File: src/rtl/seg7_pkg.sv
// Shared definitions for the two-digit seven-segment sequencer: lookup table,
// blank pattern and sequencer state encoding.
package seg7_pkg;

  localparam logic [6:0] SEG_BLANK = 7'b0000000;

  // Active-high patterns, bit6..0 = GFEDCBA, indexed by nibble value.
  localparam logic [6:0] SEG_LUT [0:15] = '{
    7'b0111111, 7'b0000110, 7'b1011011, 7'b1001111,
    7'b1100110, 7'b1101101, 7'b1111101, 7'b0000111,
    7'b1111111, 7'b1101111, 7'b1110111, 7'b1111100,
    7'b0111001, 7'b1011110, 7'b1111001, 7'b1110001
  };

  typedef enum logic [1:0] {
    IDLE   = 2'd0,
    DEC_HI = 2'd1,
    DEC_LO = 2'd2,
    COMMIT = 2'd3
  } state_t;

endpackage

File: src/rtl/hex_seg_rom.sv
// Registered hex-to-seven-segment lookup with one cycle of latency.
module hex_seg_rom
  import seg7_pkg::*;
(
  input  logic       i_clk,
  input  logic       i_rst_n,
  input  logic [3:0] i_nibble,
  output logic [6:0] o_pattern
);

  always_ff @(posedge i_clk or negedge i_rst_n) begin
    if (!i_rst_n) begin
      o_pattern <= SEG_BLANK;
    end else begin
      o_pattern <= SEG_LUT[i_nibble];
    end
  end

endmodule

File: src/rtl/dual_digit_display_ctrl.sv
// Two-digit display sequencer: decodes both nibbles through one shared lookup,
// commits them together, then applies blanking, blink and pin polarity.
module dual_digit_display_ctrl
  import seg7_pkg::*;
#(
  parameter int unsigned BLINK_DIV  = 12_500_000,
  parameter bit          ACTIVE_LOW = 1'b1,
  parameter bit          BLANK_LZ   = 1'b1
) (
  input  logic       i_clk,
  input  logic       i_rst_n,
  input  logic [7:0] i_value,
  input  logic       i_load,
  output logic       o_ready,
  input  logic       i_blink,
  output logic [6:0] o_dig1_seg,
  output logic [6:0] o_dig2_seg
);

  localparam int DIV_W = $clog2(BLINK_DIV);
  localparam logic [DIV_W-1:0] DIV_LAST = DIV_W'(BLINK_DIV - 1);

  function automatic logic [6:0] applyPol(input logic [6:0] x);
    return ACTIVE_LOW ? ~x : x;
  endfunction

  state_t           r_state;
  state_t           stateNext;
  logic [7:0]       r_value;
  logic [3:0]       romNibble;
  logic [6:0]       r_rom;
  logic [6:0]       r_hi_pat;
  logic [6:0]       r_disp1;
  logic [6:0]       r_disp2;
  logic [DIV_W-1:0] r_div;
  logic             r_phase;

  always_ff @(posedge i_clk or negedge i_rst_n) begin
    if (!i_rst_n) begin
      r_state <= IDLE;
    end else begin
      r_state <= stateNext;
    end
  end

  always_comb begin
    stateNext = r_state;
    romNibble = r_value[3:0];
    o_ready   = 1'b0;
    case (r_state)
      IDLE: begin
        o_ready = 1'b1;
        if (i_load) stateNext = DEC_HI;
      end
      DEC_HI: begin
        romNibble = r_value[7:4];
        stateNext = DEC_LO;
      end
      DEC_LO:  stateNext = COMMIT;
      COMMIT:  stateNext = IDLE;
      default: stateNext = IDLE;
    endcase
  end

  hex_seg_rom u_rom (
    .i_clk    (i_clk),
    .i_rst_n  (i_rst_n),
    .i_nibble (romNibble),
    .o_pattern(r_rom)
  );

  // The high pattern is parked while the low nibble decodes, so both digit
  // registers can be written on the same edge and the display never tears.
  always_ff @(posedge i_clk or negedge i_rst_n) begin
    if (!i_rst_n) begin
      r_value  <= 8'h00;
      r_hi_pat <= SEG_BLANK;
      r_disp1  <= SEG_BLANK;
      r_disp2  <= SEG_BLANK;
    end else begin
      case (r_state)
        IDLE:   if (i_load) r_value <= i_value;
        DEC_LO: r_hi_pat <= r_rom;
        COMMIT: begin
          r_disp1 <= (BLANK_LZ && (r_value[7:4] == 4'h0)) ? SEG_BLANK : r_hi_pat;
          r_disp2 <= r_rom;
        end
        default: ;
      endcase
    end
  end

  always_ff @(posedge i_clk or negedge i_rst_n) begin
    if (!i_rst_n) begin
      r_div   <= '0;
      r_phase <= 1'b0;
    end else if (!i_blink) begin
      r_div   <= '0;
      r_phase <= 1'b0;
    end else if (r_div == DIV_LAST) begin
      r_div   <= '0;
      r_phase <= ~r_phase;
    end else begin
      r_div <= r_div + 1'b1;
    end
  end

  always_ff @(posedge i_clk or negedge i_rst_n) begin
    if (!i_rst_n) begin
      o_dig1_seg <= applyPol(SEG_BLANK);
      o_dig2_seg <= applyPol(SEG_BLANK);
    end else begin
      o_dig1_seg <= applyPol(r_phase ? SEG_BLANK : r_disp1);
      o_dig2_seg <= applyPol(r_phase ? SEG_BLANK : r_disp2);
    end
  end

endmodule

File: config.mk
export PLATFORM = sky130hd
export DESIGN_NAME = dual_digit_display_ctrl
export DESIGN_NICKNAME = d
export VERILOG_FILES = /design/src/rtl/seg7_pkg.sv /design/src/rtl/hex_seg_rom.sv /design/src/rtl/dual_digit_display_ctrl.sv
export SDC_FILE = /design/constraint.sdc
export NUM_CORES = 1
export LEC_CHECK = 0
export ABC_AREA = 1
export CORE_UTILIZATION = 45
export DETAILED_ROUTE_END_ITERATION = 8
export PLACE_DENSITY = 0.75
export SLEW_MARGIN = 0
export SYNTH_ARGS = -nofsm -noshare
export SYNTH_HDL_FRONTEND = slang
export SYNTH_SLANG_ARGS = --single-unit
File: constraint.sdc
create_clock -name i_clk -period 1.8 [get_ports i_clk]
set_clock_uncertainty 0.05 [all_clocks]
set_input_delay 0.36 -clock i_clk [delete_from_list [all_inputs] [get_ports i_clk]]
set_output_delay 0.36 -clock i_clk [all_outputs]
set_load 0.02 [all_outputs]
After elaboration in Yosys (flattened, before gate mapping)
Memory sizes are Yosys's and may differ from the RTL's. A register that Yosys moved wholly into a read port is not among the register bits.
Cells that the tools add are included.
{"block": "word_totals", "word_cells": 36, "n_memories": 1, "romBits": 112, "regBits": 70}
{"block": "op_classes", "add_sub_neg": 1, "n_mux": 11, "eq_ne": 6, "n_bitwise": 4, "n_reduce_logical": 4}
{"name": "(no name shown)", "words": 16, "word_bits": 7, "rd": 1, "rd_ports_with_merged_regs": 1, "write_ports": 0, "line": "hex_seg_rom.sv:15", "text": "o_pattern <= SEG_LUT[i_nibble];"}
{"operator": "24-bit two-way mux", "n": 2}
{"operator": "24-bit by 1-bit adder with 24-bit output (second input constant)", "n": 1}
{"operator": "24-bit equality test (second input constant)", "n": 1}
{"operator": "7-bit two-way mux", "n": 3}
{"operator": "7-bit NOT", "n": 2}
{"operator": "2-bit one-hot mux with 4 select lines", "n": 1}
{"operator": "4-bit NOT with 5-bit output", "n": 1}
{"operator": "2-bit equality test (second input constant)", "n": 2}
{"operator": "4-bit zero test", "n": 1}
{"operator": "4-bit two-way mux", "n": 1}
{"operator": "1-bit two-way mux", "n": 3}
{"operator": "2-bit by 1-bit equality test with 1-bit output (second input constant)", "n": 1}
{"operator": "2-bit zero test", "n": 1}
{"operator": "2-bit two-way mux", "n": 1}
{"operator": "2-bit by 1-bit != test with 1-bit output (second input constant)", "n": 1}
{"operator": "2-bit != test (second input constant)", "n": 1}
{"operator": "2-bit AND reduction", "n": 1}
{"operator": "1-bit zero test", "n": 1}
{"operator": "1-bit NOT", "n": 1}

Longest topological paths before layout
{"block": "depth", "depth_word": 3, "ltp_mapped": 12, "mapped_depth_nobuf": 11}

Hierarchy
Synthesis repeated with hierarchy kept, for this count alone.
{"block": "hier_totals", "cells_unflattened": 398, "area_unflattened_um2": 3562.2}
{"module": "dual_digit_display_ctrl", "area_per_inst_um2": 3116.7, "n_inst": 1, "cells_per_inst": 339}
{"module": "hex_seg_rom", "area_per_inst_um2": 445.4, "n_inst": 1, "cells_per_inst": 59}

Worst setup path before layout
OpenSTA, ideal clock, no wires.
{"block": "synth_path", "path_kind": "register -> register", "from": "reg r_state[1]", "to": "reg u_rom.o_pattern[3]", "period_less_slack_ns": 1.846, "slack_ns": -0.046, "required_ns": 1.679, "arrival_time_ns": 1.724, "path_stages_with_launch": 11, "path_cell_list": "dfrtp_1 -> inv_1 -> ha_1 -> buf_4 -> nand2_1 -> o21a_1 -> inv_1 -> ha_1 -> o21ai_0 -> a21oi_1 -> nor2_1"}
{"block": "synth_between", "elab_chain_len": 3}
{"item": "start: declaration", "line": "dual_digit_display_ctrl.sv:27", "text": "state_t r_state;"}
{"item": "start signal: assignment", "line": "dual_digit_display_ctrl.sv:42", "text": "r_state <= stateNext;"}
{"item": "2-bit by 1-bit equality test with 1-bit output", "line": "dual_digit_display_ctrl.sv:50", "text": "case (r_state)"}
{"item": "4-bit two-way mux", "line": "dual_digit_display_ctrl.sv:50"}
{"item": "4-bit NOT with 5-bit output (implied by the code)", "line": "hex_seg_rom.sv:15"}
{"item": "end: declaration", "line": "hex_seg_rom.sv:8", "text": "output logic [6:0] o_pattern"}
No other way between the ends.
A chain may end at the register's enable or synchronous reset.

Final worst setup path
{"block": "layout_path", "from": "reg r_state[0]", "to": "reg u_rom.o_pattern[3]"}
The elaborated chain is that of the path after synthesis.

==> impl_metrics.ini <==
[timing]
slew_headroom_pct = 68.0
setup_tns_ns = 0
clock.fmax_ghz = 0.592
setup_ws_ns = 0.111
period_share_pct = 93.8
maxSlewViolCount = 0
report.final.setup_viol = 0
tightest_slew_ns = 0.480
fin_crit_ns = 1.69
hold_viol_final = 0
rsz0062_at_grt = false

[critical_path]
r2r_slack_ns = 0.11
crit_path_start_kind = flip-flop
crit_fanout = 5
end_kind = flip-flop
worst_ep_required_time_ns = 2.03
cp.arrival_ns = 1.92
critPathKind = reg -> reg

[job]
max-cap-violations = 0

[layout]
syn_to_final_growth_pct = 19.3
n_antenna_cell = 0
fin_util_pct = 55.4
nets = 457
layout-drive-gt1-share_pct = 19.4

[floorplan]
start_util_pct = 46.4
die_x_um = 91.1
ios = 27
rows = 32
die-area_um2 = 8290
coreArea_um2 = 7690
die-height_um = 91.1

[drt]
drc = 0
drtAntennaViolNets = 0
vias_per_cell = 4.94
post_drt_wl_per_cell_um = 12.4
drt_first_pass_iters = 4
vias = 2670
initialDrtViolationCount = 152
routed_wl_um = 6700

[clocking]
tritoncts = yes
path_clk_slew_ns = 0.08
cts_root_buf = clkbuf_8
insertion_delay_ns = 0.35
clock_sinks = 77
clock_path_buffers = 2
cts_buffers = 9
cts.htree.levels = 3

[global_routing]
antenna_found_initial = 0
grt_pass1_wl_um = 11900
grt_pass1_vias = 2598
use_met2_pct = 29.3
track_usage_pct = 18.3
use_met1_pct = 23.8
gr-usage-met3_pct = 5.70
gr-max-usage-layer = met2
overflow = 0
grt_max_degree = 36

[power_and_ir_drop]
cellLeakagePower_nw = 1.88
p_int_mw = 4.28
p_per_area_nw_per_um2 = 1520
switching_share_pct = 33.8
power_mw = 6.46
p_sw_mw = 2.19
ir_worst_vdd_mv = 0.955
clkPwrFrac_pct = 22.9
seq_power_share_pct = 41.5
pwr-share-comb_pct = 35.6

[logic_synthesis]
syn_inst = 390
synthArstFlopShare_pct = 100
syn_area_um2 = 3570
yosys.cell_types.count = 33
syn_avg_cell_area_um2 = 9.15
syn_nets = 414
synth-main-ff-cell = dfrtp_1
synth-edff-count = 0
synth-seq-cells = 77
yosysWarnings = 0
ys_seq_area_share_pct = 54.5

[outcome]
status = complete, no violations

[placed_design]
dpl.hpwl_um = 4930
port_buffers = 26
place_congestion = 0.937
place_ws_ns = 0.0173

[hold_path]
holdCritPathClass = reg -> reg
## layer usage
metal / part of all wire (%) / up-vias
met4: 1.2 / 0
li1: - / 1317
met5: 0 / -
met3: 4.4 / 8
met1: 45 / 1281
met2: 49 / 64
## synth_stat cells (3+ instances only)
cell type / count / area share (%)
a21oi_1: 12 / 1.7
ha_1: 12 / 4.2
nor3_1: 6 / 0.84
nor2_4: 3 / 0.95
o21a_1: 3 / 0.63
nor2_1: 61 / 6.4
dfstp_2: 14 / 10
nor2_2: 6 / 1.1
inv_1: 40 / 4.2
nand3_1: 21 / 2.9
xor2_1: 6 / 1.5
mux2_2: 17 / 5.4
dfrtp_1: 63 / 44
nand2_1: 85 / 8.9
inv_2: 3 / 0.32
clkbuf_1: 3 / 0.32
a31oi_1: 3 / 0.53
o21ai_0: 15 / 2.1
## power by group through the flow
stage	clock, mW	combinational [mW]	sequential [mW]
5_1_grt	1.60	2.60	2.75
6_report	1.48	2.30	2.68
3_3_place_gp	0	2.28	2.70
2_1_floorplan	0	1.38	2.86
3_5_place_dp	0	2.36	2.73
4_1_cts	1.52	2.27	2.69
## repair_timing
action	in CTS	in global routing
setup endpoints to repair	16	6
buffers inserted	0	1
hold buffers	1	0
hold endpoints to repair	18	0
resized for setup	18	8
## layout by cell type (no fill, tap or decap), drive strengths merged
master,instances
a21oi,12
nand4,1
xnor2,2
bufinv,2
dfstp,14
o21bai,1
a31oi,3
clkbuf,11
ha,12
nor3,7
clkdlybuf4s50,10
dlygate4sd2,14
buf,13
o21ai,18
clkinv,1
nand2,87
nor2,70
inv,44
clkinvlp,3
dfrtp,63
mux2,17
nand3,22
dlygate4sd3,1
o21a,3
xor2,6
nor3b,1
## cells by family (layout without fill, tap and decap cells)
logic type | count (synthesis) | in the layout | share of synthesized area (%)
AOI/OAI and AO/OA | 37 | 37 | 5.99
xor gates and xnor gates | 8 | 8 | 1.96
adders and majority gates | 12 | 12 | 4.21
buffers and inverters | 51 | 99 | 5.57
DFF | 77 | 77 | 54.5
muxes | 17 | 17 | 5.36
and+or+nand+nor | 188 | 188 | 22.4
## flip-flops by register name (all words and copies together) (netlist names)
name             cells
o_dig1_seg           7
o_dig2_seg           7
r_disp1              7
r_disp2              7
r_div               24
r_hi_pat             7
r_phase              1
r_state              2
r_value              8
u_rom.o_pattern      7
## area by class of cell
cell class	instances	area, um2
fill	712	3430
sequential	77	1940
multi-input combinational	262	1440
timing repair buffer	38	340
inverter	45	171
clock buffer	11	151
tap	102	128
clock inverter	5	82.6
## worst max-delay path, stage by stage (launching register included)
cell	delay (ns)
dfrtp_1	0.38
buf_4	0.15
ha_4	0.16
nand2_1	0.06
o21a_1	0.14
inv_2	0.06
ha_1	0.27
o21ai_1	0.17
a21oi_1	0.06
nor2_1	0.11
## per-stage QoR
step	cell area (um2)	instances	hold slack, ns
final	4260	540	0.342
after CTS	4250	539	0.345
after global routing	4260	540	0.368
after detailed placement	4020	522	0.256
after floorplan	3570	390	0.0144
after global placement	4020	522	0.253
## final timing paths
| path | startpoint | to | cells past startpoint |
|---|---|---|---|
| max | r_state[0] | u_rom.o_pattern[3] | 9 |
| min | r_disp2[6] | o_dig2_seg[6] | 1 |
| max reg2reg | r_state[0] | u_rom.o_pattern[3] | 9 |
| min reg2reg | r_disp2[6] | o_dig2_seg[6] | 1 |
| max in group asynchronous | i_rst_n | o_dig2_seg[5] | 3 |
| min in group asynchronous | i_rst_n | r_div[15] | 2 |
No activity file was read; power rests on OpenSTA's default activity.
